## src/rtl/sweep_pkg.sv

```systemverilog
// sweep_pkg: theta codes, inverse-sine scale constants and FSM encoding for the range sweep
package sweep_pkg;

    localparam logic [3:0] TH_0  = 4'd0;
    localparam logic [3:0] TH_15 = 4'd1;
    localparam logic [3:0] TH_30 = 4'd2;
    localparam logic [3:0] TH_45 = 4'd3;
    localparam logic [3:0] TH_60 = 4'd4;
    localparam logic [3:0] TH_75 = 4'd5;
    localparam logic [3:0] TH_90 = 4'd6;

    localparam logic [9:0] K_15 = 10'd989;
    localparam logic [9:0] K_30 = 10'd512;
    localparam logic [9:0] K_45 = 10'd362;
    localparam logic [9:0] K_60 = 10'd296;
    localparam logic [9:0] K_75 = 10'd265;

    localparam int SHIFT = 10;

    localparam logic [7:0] R_INVALID = 8'd255;

    typedef enum logic [2:0] {S_IDLE, S_REQ, S_WAIT, S_CALC, S_WRITE, S_DONE} state_t;

    function automatic logic [9:0] k_of(input logic [3:0] theta);
        return theta == TH_15 ? K_15 :
               theta == TH_30 ? K_30 :
               theta == TH_45 ? K_45 :
               theta == TH_60 ? K_60 :
               theta == TH_75 ? K_75 : 10'd0;
    endfunction

endpackage

```

## src/rtl/inv_sin_scaler.sv

```systemverilog
// inv_sin_scaler: combinational (theta, x, y) -> range in 4-inch units, floor-truncated
module inv_sin_scaler
    import sweep_pkg::*;
(
    input  logic [3:0] theta,
    input  logic [7:0] x,
    input  logic [7:0] y,
    output logic [7:0] r
);

    logic [17:0] prod;

    // 0 and 90 deg are plain shifts; intermediate angles scale y by 1024/(4*sin)
    always_comb begin
        prod = 18'(y) * 18'(k_of(theta));
        r = theta == TH_0 ? x >> 2 : theta == TH_90 ? y >> 2 : 8'(prod >> SHIFT);
    end

endmodule

```

## src/rtl/sweep_range_sequencer.sv

```systemverilog
// sweep_range_sequencer: one 7-angle range sweep with sample handshake, range table writes and nearest-target tracking
// Optional build macro SWEEP_AVG2_EN: average two samples per angle.
module sweep_range_sequencer
    import sweep_pkg::*;
#(
    parameter int NUM_ANGLES     = 7,
    parameter int TIMEOUT_CYCLES = 1024,
    parameter int TW             = 10
) (
    input  logic       clk,
    input  logic       reset_n,
    input  logic       start,
    output logic       sample_req,
    output logic [3:0] theta_out,
    input  logic       sample_valid,
    input  logic [7:0] sample_x,
    input  logic [7:0] sample_y,
    output logic       busy,
    output logic       done,
    output logic       r_wr_en,
    output logic [2:0] r_wr_addr,
    output logic [7:0] r_wr_data,
    output logic [7:0] min_r,
    output logic [3:0] min_theta,
    output logic       err
);

    state_t state, next;
    logic [3:0] theta;
    logic [TW-1:0] cnt;
    logic [7:0] x_l, y_l, r, r_calc;
    logic timeout, last, pend;

    assign timeout = cnt == TW'(TIMEOUT_CYCLES - 1);
    assign last = theta == 4'(NUM_ANGLES - 1);

`ifdef SWEEP_AVG2_EN
    logic second;
    logic [7:0] x1, y1;
    assign pend = !second;
`else
    assign pend = 1'b0;
`endif

    assign sample_req = state == S_REQ || state == S_WAIT;
    assign busy = state != S_IDLE;
    assign done = state == S_DONE;
    assign r_wr_en = state == S_WRITE;
    assign r_wr_addr = theta[2:0];
    assign r_wr_data = r;
    assign theta_out = theta;

    inv_sin_scaler u_scaler (
        .theta(theta),
        .x(x_l),
        .y(y_l),
        .r(r_calc)
    );

    // state register
    always_ff @(posedge clk or negedge reset_n) begin
        if (!reset_n) state <= S_IDLE;
        else state <= next;
    end

    // sweep sequencing: a first averaged sample loops back to REQ for the second one
    always_comb begin
        next = state;
        case (state)
            S_IDLE:  next = start ? S_REQ : S_IDLE;
            S_REQ:   next = S_WAIT;
            S_WAIT:  next = sample_valid ? (pend ? S_REQ : S_CALC) : timeout ? S_WRITE : S_WAIT;
            S_CALC:  next = S_WRITE;
            S_WRITE: next = last ? S_DONE : S_REQ;
            S_DONE:  next = S_IDLE;
            default: next = S_IDLE;
        endcase
    end

    // datapath: sample capture, timeout counting, range register and nearest-target tracking
    always_ff @(posedge clk or negedge reset_n) begin
        if (!reset_n) begin
            theta     <= '0;
            cnt       <= '0;
            x_l       <= '0;
            y_l       <= '0;
            r         <= '0;
            min_r     <= R_INVALID;
            min_theta <= '0;
            err       <= 1'b0;
`ifdef SWEEP_AVG2_EN
            second    <= 1'b0;
            x1        <= '0;
            y1        <= '0;
`endif
        end else begin
            case (state)
                S_IDLE: if (start) begin
                    theta     <= '0;
                    err       <= 1'b0;
                    min_r     <= R_INVALID;
                    min_theta <= '0;
                end
                S_REQ: cnt <= '0;
                S_WAIT: if (sample_valid) begin
`ifdef SWEEP_AVG2_EN
                    if (second) begin
                        x_l <= 8'((9'(x1) + 9'(sample_x)) >> 1);
                        y_l <= 8'((9'(y1) + 9'(sample_y)) >> 1);
                    end else begin
                        x1 <= sample_x;
                        y1 <= sample_y;
                    end
                    second <= !second;
`else
                    x_l <= sample_x;
                    y_l <= sample_y;
`endif
                end else if (timeout) begin
                    err <= 1'b1;
                    r   <= R_INVALID;
`ifdef SWEEP_AVG2_EN
                    second <= 1'b0;
`endif
                end else begin
                    cnt <= cnt + TW'(1);
                end
                S_CALC: r <= r_calc;
                S_WRITE: begin
                    if (r != R_INVALID && r < min_r) begin
                        min_r     <= r;
                        min_theta <= theta;
                    end
                    if (!last) theta <= theta + 4'd1;
                end
                default: ;
            endcase
        end
    end

endmodule

```

## config.mk

```make
export PLATFORM = sky130hd
export DESIGN_NAME = sweep_range_sequencer
export DESIGN_NICKNAME = d
export VERILOG_FILES = /design/src/rtl/sweep_pkg.sv /design/src/rtl/inv_sin_scaler.sv /design/src/rtl/sweep_range_sequencer.sv
export SDC_FILE = /design/constraint.sdc
export NUM_CORES = 1
export LEC_CHECK = 0
export CORE_ASPECT_RATIO = 0.8
export CORE_MARGIN = 4
export CORE_UTILIZATION = 35
export DETAILED_ROUTE_END_ITERATION = 6
export PLACE_DENSITY_LB_ADDON = 0.08
export SYNTH_ARGS = -nofsm -noshare
export SYNTH_HDL_FRONTEND = slang
export SYNTH_SLANG_ARGS = --single-unit
```

## constraint.sdc

```tcl
create_clock -name clk -period 15.1 [get_ports clk]
set_input_delay 3.775 -clock clk [delete_from_list [all_inputs] [get_ports clk]]
set_output_delay 3.775 -clock clk [all_outputs]
set_load 0.01 [all_outputs]
```

=== Word-level counts from Yosys, hierarchy flattened ===
Cells that the tools add are included.

* Bits in read-only memories: 0
* Memories: 0
* Output and inout port bits: 32
* Input bits: 20
* Bits in registers: 54
* Latch bits: 0
* Bits in writable memories: 0

* Reductions and logical operators: 15
* $mul: 1
* Eq/ne operators: 19
* $add $sub $neg: 2
* Order comparisons: 1
* Div/mod/pow operators: 0
* Mux-type cells: 30
* Bitwise logic cells: 0
* Shift operators: 0

{| class="wikitable"
|+ Operators by type and width
! kind !! number
|-
| 10-bit two-way mux || 6
|-
| 8-bit two-way mux || 6
|-
| 8-bit one-hot mux with 2 select lines || 2
|-
| 10-bit one-hot mux with 2 select lines || 1
|-
| 8-bit by 10-bit multiplier with 18-bit output || 1
|-
| 4-bit one-hot mux with 2 select lines || 2
|-
| 3-bit one-hot mux with 5 select lines || 1
|-
| 4-bit by 3-bit == test with 1-bit output, second input constant || 3
|-
| 4-bit two-way mux || 3
|-
| 3-bit AND reduction || 4
|-
| 10-bit by 1-bit adder with 10-bit output, second input constant || 1
|-
| 10-bit == test, second input constant || 1
|-
| 2-bit inequality test, second input constant || 5
|-
| 3-bit two-way mux || 3
|-
| 9-bit two-way mux || 1
|-
| 4-bit by 2-bit == test with 1-bit output, second input constant || 2
|-
| 8-bit less-than comparator || 1
|-
| 8-bit inequality test, second input constant || 1
|-
| 2-bit nonzero test || 4
|-
| 3-bit by 2-bit == test with 1-bit output, second input constant || 2
|-
| 3-bit == test, second input constant || 2
|-
| 4-bit by 1-bit adder with 4-bit output, second input constant || 1
|-
| 4-bit by 1-bit == test with 1-bit output, second input constant || 1
|-
| 4-bit zero test || 1
|-
| 10 further kinds || 13
|}

=== Logic depth before layout (Yosys ltp) ===
Gate-level depths: netlist of run 1.

* Depth after elaboration: 10
* Gate-level depth with buffers: 23
* Gate-level depth less buffers: 22

=== Hierarchy ===
A second synthesis of run 1 with hierarchy kept.

* Cells, all modules: 555
* Area, all modules: 5286.3 sq um

{| class="wikitable"
|+ By module, submodules not included
! module !! cells an instance !! seq. area each (sq um) !! times used !! area an instance (sq um)
|-
| sweep_range_sequencer || 243 || 1361.3 || 1 || 2765.2
|-
| inv_sin_scaler || 312 || 0.0 || 1 || 2521.2
|}

=== Worst setup path after synthesis of run 1 ===
OpenSTA, ideal clock, no wires.

* Path type: register to register
* Start: reg theta[0] (netlist: theta_out[0])
* End: reg r[5] (netlist: r_wr_data[5])
* Data required time: 14996 ps
* Arrival time: 5255 ps
* Cell stages (with the launch flop): 20
* Slack: 9741 ps
* Path buffers: 0
* Path through: dfrtp_1 > inv_1 > ha_1 > o21a_1 > a211oi_1 > nand2_1 > fa_1 > inv_1 > fa_1 > fa_1 > inv_1 > fa_1 > inv_1 > ha_1 > a21oi_1 > o21ai_0 > a22oi_1 > nor2b_1 > xor2_1 > a221oi_1

* Longest elaborated chain between the ends: 10
* Elaborated cells between the ends (all ways): 16
* Those cells by class: 1 x mul; 6 x eq/ne; 8 x mux; 1 x reduce/logical

{| class="wikitable"
|+ RTL lines
! element !! line !! text
|-
| from (decl) || sweep_range_sequencer.sv:29 || <nowiki>logic [3:0] theta;</nowiki>
|-
| from (signal assigned) || sweep_range_sequencer.sv:134 || <nowiki>if (!last) theta <= theta + 4'd1;</nowiki>
|-
| 4-bit by 3-bit == test with 1-bit output || sweep_pkg.sv:29 || <nowiki>theta == TH_75 ? K_75 : 10'd0;</nowiki>
|-
| 9-bit two-way mux || sweep_pkg.sv:29 ||
|-
| 10-bit two-way mux || sweep_pkg.sv:28 || <nowiki>theta == TH_60 ? K_60 :</nowiki>
|-
| 10-bit two-way mux || sweep_pkg.sv:27 || <nowiki>theta == TH_45 ? K_45 :</nowiki>
|-
| 10-bit two-way mux || sweep_pkg.sv:26 || <nowiki>theta == TH_30 ? K_30 :</nowiki>
|-
| 10-bit two-way mux || sweep_pkg.sv:25 || <nowiki>return theta == TH_15 ? K_15 :</nowiki>
|-
| 8-bit by 10-bit multiplier with 18-bit output || inv_sin_scaler.sv:15 || <nowiki>prod = 18'(y) * 18'(k_of(theta));</nowiki>
|-
| 8-bit two-way mux || inv_sin_scaler.sv:16 || <nowiki>r = theta == TH_0 ? x >> 2 : theta == TH_90 ? y >> 2 : 8'(prod >> SHIFT);</nowiki>
|-
| 8-bit two-way mux * || inv_sin_scaler.sv:16 ||
|-
| 8-bit one-hot mux with 2 select lines * || sweep_range_sequencer.sv:97 || <nowiki>case (state)</nowiki>
|-
| to (signal assigned) || sweep_range_sequencer.sv:128 || <nowiki>S_CALC: r <= r_calc;</nowiki>
|-
| to (decl) || sweep_range_sequencer.sv:31 || <nowiki>logic [7:0] x_l, y_l, r, r_calc;</nowiki>
|}

Every way passes the cells marked *; elsewhere a longest branch is shown, timed or not.
A chain may end at the register's enable or synchronous reset.

=== Worst setup path after layout of run 1 ===
Same ends and word-level chain as after synthesis.

==> run summary, run 1 <==
I/O pin count = 52
post-DR wirelength/cell = 15.3 µm
final-stage net count = 690
critical path fanouts, max = 9
Die ar. = 0.0162 mm²
final clock skew = 4.08 ps
initial core utilization = 0.362
Setup Viol. Count Final = 0
worst min-delay path class = flop to flop
placed standard-cell area = 0.00562 mm²
CP Data Arrival Time = 6410 ps
Total Neg Setup Slack = 0 ps
unrepaired setup endpoints after global routing = false
global-route usage over all layers = 0.152
DRC violation count after routing = 0
number of cell rows = 38
number of enable flip-flop cells after synthesis = 0
routed wire length = 11.6 mm
detailed placement HPWL = 9.49 mm
metal3 WL = 497 µm
total gr overflow = 0
clock latency on the worst-skew pair = 290 ps
detailed-routed wire length on met2 = 5.09 mm
register bit count reported by yosys = 52
area delta synth->final = 15.9%
yosys warns = 0
post-synthesis async set-or-reset flop share = 1.00
Final Cycle Share = 0.411
detailed-routing iteration count for the pre-antenna-repair pass = 4
number of buffers inserted to repair setup after CTS = 0
detailed-route via count = 3676
CTS buffer count = 5
pin count of the biggest net entering global routing = 53
1st-iter DRT viols = 192
Final Instance Area = 0.00577 mm²
Final Slew Violations = 0
first-pass GRT wire length = 19.6 mm
transition time of the tightest slew-check pin = 1070 ps
maximum achievable frequency = 161 MHz
final hold viol count = 0
post-route minimum period = 6210 ps
number of maximum-capacitance constraint violations = 0
H-tree levels = 2
dominant synthesized flop cell = sky130_fd_sc_hd__dfrtp_1
outcome = finished clean
maximum root-to-sink buffer count = 2
x dimension of the die = 141 µm
Post-Synthesis Net Count = 645
routed metal-1 wire length = 5.94 mm
final weighted congestion of routability-driven global placement = 0.855
antenna violations before repair = 0
critical path launch point type = flop
Mean Syn Cell Area = 9.37 µm²
count of clock tree sinks = 52
ant diodes = 0
uppermost layer routed = met4
number of global-route vias before repair = 3771
part of the Yosys area used for sequential elements = 0.263
cells resized by post-CTS repair = 0
area of the core = 0.0137 mm²
hold-fix buffer count after cts = 0
Gate Count Post-Synth = 531
number of port buffers = 49
die span in y = 115 µm
endpoint class of the critical path = flop
required time of the critical path = 15290 ps
share of cells above drive strength 1 = 0.0901
Post-Synthesis Cell Area = 0.00498 mm²
clock-pin slew reported for the worst setup and hold paths after clock tree synthesis = 70 ps
Yosys cell types = 53
CTS tree = yes
start-to-end type of the worst setup path = flop to flop
Vias/cell = 4.86
clock root cell = sky130_fd_sc_hd__clkbuf_16
relative slew slack = 0.282
number of antenna-violating nets in the routed design = 0
Yosys cell counts, types with 5 or more instances:
master	number	area, µm²
sky130_fd_sc_hd__inv_1	102	383
sky130_fd_sc_hd__nand2_1	51	191
sky130_fd_sc_hd__fa_1	47	941
sky130_fd_sc_hd__ha_1	47	588
sky130_fd_sc_hd__dfrtp_1	44	1100
sky130_fd_sc_hd__and2_1	35	219
sky130_fd_sc_hd__nor2_1	30	113
sky130_fd_sc_hd__a21oi_1	23	115
sky130_fd_sc_hd__mux2_2	22	248
sky130_fd_sc_hd__o21ai_0	14	70.1
sky130_fd_sc_hd__dfstp_2	8	210
sky130_fd_sc_hd__nand3_1	8	40.0
sky130_fd_sc_hd__xnor2_1	8	70.1
sky130_fd_sc_hd__xor2_1	8	70.1
sky130_fd_sc_hd__and3_1	7	43.8
sky130_fd_sc_hd__nand4_1	7	43.8
sky130_fd_sc_hd__o22ai_1	7	43.8
sky130_fd_sc_hd__mux2i_1	5	50.1
routing by layer:
layer  vias up  GRT usage
met5         -          0
met1      1814      0.232
li1       1795          -
met4         0     0.0226
met3         9     0.0334
met2        58      0.225
registers in the layout (all words and copies together) (netlist names):
name	cells
state	3
y_l	8
min_theta	4
cnt	10
x_l	6
min_r	8
err	1
r_wr_data	8
theta_out	4
layout by cell type, fill, tap and decap left out, types with 3 or more instances in the layout:
cell type                         synthesis  final
sky130_fd_sc_hd__nand3_1                  8      8
sky130_fd_sc_hd__clkbuf_16                0      5
sky130_fd_sc_hd__dfstp_2                  8      8
sky130_fd_sc_hd__and2_1                  35     35
sky130_fd_sc_hd__ha_1                    47     47
sky130_fd_sc_hd__xnor2_1                  8      8
sky130_fd_sc_hd__dfrtp_1                 44     44
sky130_fd_sc_hd__nor2_1                  30     30
sky130_fd_sc_hd__nand2b_1                 3      3
sky130_fd_sc_hd__mux2i_1                  5      5
sky130_fd_sc_hd__inv_1                  102    102
sky130_fd_sc_hd__mux2_2                  22     22
sky130_fd_sc_hd__and3_1                   7      7
sky130_fd_sc_hd__a21oi_1                 23     23
sky130_fd_sc_hd__nand4_1                  7      7
sky130_fd_sc_hd__nand2_1                 51     51
sky130_fd_sc_hd__o22ai_1                  7      7
sky130_fd_sc_hd__clkdlybuf4s50_1          0     48
sky130_fd_sc_hd__fa_1                    47     47
sky130_fd_sc_hd__xor2_1                   8      8
sky130_fd_sc_hd__nor3_1                   4      4
sky130_fd_sc_hd__o21ai_0                 14     14
critical path: stages, from the launching register on:
cell and delay (ps):
sky130_fd_sc_hd__dfrtp_1 480, sky130_fd_sc_hd__inv_1 130, sky130_fd_sc_hd__ha_1 280, sky130_fd_sc_hd__o21a_1 310, sky130_fd_sc_hd__a211oi_1 920, sky130_fd_sc_hd__nand2_1 180
sky130_fd_sc_hd__fa_1 540, sky130_fd_sc_hd__inv_1 50, sky130_fd_sc_hd__fa_1 510, sky130_fd_sc_hd__fa_1 540, sky130_fd_sc_hd__inv_1 50, sky130_fd_sc_hd__fa_1 530
sky130_fd_sc_hd__inv_1 40, sky130_fd_sc_hd__ha_1 340, sky130_fd_sc_hd__a21oi_1 140, sky130_fd_sc_hd__o21ai_0 130, sky130_fd_sc_hd__a22oi_1 350, sky130_fd_sc_hd__nor2b_1 210
sky130_fd_sc_hd__xor2_1 100, sky130_fd_sc_hd__a221oi_1 280
cell families after synthesis:
family                     synth area share
and+or+nand+nor                       0.170
muxes                                0.0598
DFF                                   0.263
xor gates and xnor gates             0.0282
AOI/OAI and AO/OA                    0.0779
adders and majority gates             0.307
buffers and inverters                0.0935
final cells by class:
cell class | count | area (µm²)
Inverter | 102 | 383
Clock buffer | 8 | 146
Tap cell | 180 | 225
Multi-Input combinational cell | 364 | 3200
Fill cell | 1364 | 7970
Sequential cell | 52 | 1310
Timing Repair Buffer | 51 | 500
path summary, 6_finish.rpt:
path / start / to / slack [ps] / depth (start not counted)
worst min-delay path: err / err / 490 / 1
worst max-delay path: theta_out[0] / r_wr_data[5] / 8890 / 19
worst min register to register: err / err / 490 / 1
worst max register to register: theta_out[0] / r_wr_data[5] / 8890 / 19
max in group asynchronous: reset_n / cnt[7] / 11040 / 2
min in group asynchronous: reset_n / x_l[6] / 3590 / 2
metrics by stage:
step           hold WS [ps]  instances  setup WS (ps)  utilization
6_report                492        757           8890        0.420
5_1_grt                 528        757           8360        0.420
4_1_cts                 495        757           8780        0.420
3_5_place_dp            479        749           8810        0.409
3_3_place_gp            481        749           8740        0.409
2_1_floorplan           482        531           9740            -
Power of run 1 is not shown: default switching activity piles up to over one toggle a cycle in this logic, so the estimate is an artifact.
==> inputs of run 2 (changes only) <==
Clock period 15.1 ns to 5.2 ns, I/O delays scaled along.
==> run 2 against run 1 <==
Compared with the run above:
- flip-flop and latch count unchanged
- design area increased by 15%
- wire length increased by 12%
- via count increased by 7.1%
- count of clock-buffer cells in the layout decreased by 1
- clock skew increased by 4.3 ps
- register-to-register slack got worse by 8800 ps
- die area unchanged
- worst hold slack improved by 30 ps
- final cell count increased by 8.9%
- global-route usage increased by 1.5 points
==> run summary, run 2 (synthesized netlist as in run 1, its figures left out) <==
endpoint class of the critical path = flop
maximum achievable frequency = 194 MHz (+20%)
final weighted congestion of routability-driven global placement = 0.872 (+1.9%)
routed wire length = 13.0 mm (+12%)
placed standard-cell area = 0.00602 mm² (+7.2%)
number of maximum-capacitance constraint violations = 0 (unchanged)
detailed-route via count = 3937 (+7.1%)
x dimension of the die = 141 µm (unchanged)
number of antenna-violating nets in the routed design = 0 (unchanged)
clock latency on the worst-skew pair = 300 ps (about the same)
Total Neg Setup Slack = 0 ps (unchanged)
global-route usage over all layers = 0.167 (+0.0153)
commonest cells after routing, fill and taps aside = sky130_fd_sc_hd__inv_1 (89), sky130_fd_sc_hd__buf_4 (62), sky130_fd_sc_hd__clkdlybuf4s50_1 (48)
CP Data Arrival Time = 5350 ps (-1060 ps)
1st-iter DRT viols = 121 (-37%)
ant diodes = 0 (unchanged)
area delta synth->final = 33.7%
final clock skew = 8.34 ps (+4.26 ps)
CTS buffer count = 5 (unchanged)
unrepaired setup endpoints after global routing = true
crit path setup slack, layout = 38.6 ps (-8850 ps)
detailed-routing iteration count for the pre-antenna-repair pass = 4 (unchanged)
pre-CTS worst setup slack = -360 ps (-9170 ps)
Final Slew Violations = 0 (unchanged)
final-stage net count = 757 (+9.7%)
I/O pin count = 52 (unchanged)
critical path launch point type = flop
total gr overflow = 0 (unchanged)
critical path fanouts, max = 5 (-4)
detailed placement HPWL = 10.4 mm (+9.5%)
worst min-delay path class = flop to flop
outcome = finished clean
start-to-end type of the worst setup path = flop to flop
Vias/cell = 4.78 (-1.6%)
final hold viol count = 0 (unchanged)
H-tree levels = 2 (unchanged)
Setup Viol. Count Final = 0 (unchanged)
relative slew slack = 0.450 (+0.168)
number of global-route vias before repair = 4058 (+7.6%)
CTS tree = yes
count of clock tree sinks = 52 (unchanged)
post-DR wirelength/cell = 15.8 µm (+3.1%)
minimum setup slack among reg-to-reg paths = 40 ps (-8850 ps)
depth of the most critical reg-to-reg path = 20 (+1)
worst hold path depth = 2 (+1)
clock-pin slew reported for the worst setup and hold paths after clock tree synthesis = 60 ps (about the same)
number of cell rows = 38 (unchanged)
Die ar. = 0.0162 mm² (unchanged)
post-route minimum period = 5160 ps (-1050 ps)
transition time of the tightest slew-check pin = 819 ps (-252 ps)
first-pass GRT wire length = 21.5 mm (+9.9%)
Final Instance Area = 0.00666 mm² (+15%)
hold-fix buffer count after cts = 0 (unchanged)
initial core utilization = 0.362 (unchanged)
pin count of the biggest net entering global routing = 51 (-3.8%)
area of the core = 0.0137 mm² (unchanged)
Final Cycle Share = 0.993 (+0.581)
number of port buffers = 49 (unchanged)
share of cells above drive strength 1 = 0.292 (+0.202)
required time of the critical path = 5390 ps (-9900 ps)
maximum root-to-sink buffer count = 2 (unchanged)
# fillers = 1271 (-6.8%)
antenna violations before repair = 0 (unchanged)
leading cell type in the layout, fill and taps excluded = sky130_fd_sc_hd__inv_1
largest register by flop count = cnt
clock root cell = sky130_fd_sc_hd__clkbuf_16
Largest register FFs = 10 (unchanged)
die span in y = 115 µm (unchanged)
DRC violation count after routing = 0 (unchanged)
[run 2: changes by cell type in the layout (fill, tap and decap cells not counted), moves of 7 or more]
cell	change
sky130_fd_sc_hd__a21oi_1	-7
sky130_fd_sc_hd__inv_2	+12
sky130_fd_sc_hd__buf_4	+60
sky130_fd_sc_hd__ha_4	+10
sky130_fd_sc_hd__nand2_1	-7
sky130_fd_sc_hd__buf_6	+7
sky130_fd_sc_hd__ha_1	-10
sky130_fd_sc_hd__inv_1	-13
[run 2: worst paths after layout]
kind | startpoint | endpoint
hold reg to reg | min_theta[0] | min_theta[0]
min in group asynchronous | reset_n | theta_out[2]
max in group asynchronous | reset_n | theta_out[0]
setup reg to reg | theta_out[1] | r_wr_data[5]
hold / removal | min_theta[0] | min_theta[0]
setup / recovery | theta_out[1] | r_wr_data[5]
[run 2: metrics by stage]
step                      std cells  hold WS [ps]   util
after global routing            824           533  0.484
final                           824           522  0.484
after global placement          802           482  0.438
after floorplan                 531           482      -
after CTS                       816           527  0.466
after detailed placement        802           515  0.438
[run 2: worst max-delay path: stages, from the launching register on]
cell                       delay (ps)
sky130_fd_sc_hd__dfrtp_2          440
sky130_fd_sc_hd__buf_6            130
sky130_fd_sc_hd__ha_4             170
sky130_fd_sc_hd__o21a_1           220
sky130_fd_sc_hd__a211oi_4         270
sky130_fd_sc_hd__buf_6            160
sky130_fd_sc_hd__nand2_2           50
sky130_fd_sc_hd__fa_1             490
sky130_fd_sc_hd__inv_2             40
sky130_fd_sc_hd__fa_1             470
sky130_fd_sc_hd__fa_1             550
sky130_fd_sc_hd__inv_2             40
sky130_fd_sc_hd__fa_1             500
sky130_fd_sc_hd__inv_2             50
sky130_fd_sc_hd__ha_4             260
sky130_fd_sc_hd__nand4_1          140
sky130_fd_sc_hd__nor4_2           330
sky130_fd_sc_hd__a22oi_2          140
sky130_fd_sc_hd__nor2b_4          160
sky130_fd_sc_hd__xor2_2           140
sky130_fd_sc_hd__a221oi_2         300
[run 2: final cells by class]
class,count,area [µm²],area share
multi-input combinational,364,3560,0.536
clock buffer,7,133,0.0199
timing repair buffer,118,1030,0.155
inverter,102,385,0.0579
clock inverter,1,5.00,0.000752
sequential,52,1310,0.197
tap,180,225,0.0338
[run 2: repair_timing]
item | CTS | global route
gates resized for setup | 42 | 55
buffers inserted | 7 | 11
pin swaps | 23 | 45
hold endpoints to repair | 0 | 0
endpoints found under the setup margin | 8 | 8
[run 2: metal layers]
metal | up-vias | track usage | share of wire
li1 | 1921 | - | -
met1 | 1919 | 0.264 | 0.52
met2 | 87 | 0.242 | 0.42
met3 | 10 | 0.0284 | 0.053
met4 | 0 | 0.0278 | 0.0091
met5 | - | 0 | 0
Power of run 2 is left out for the same reason.
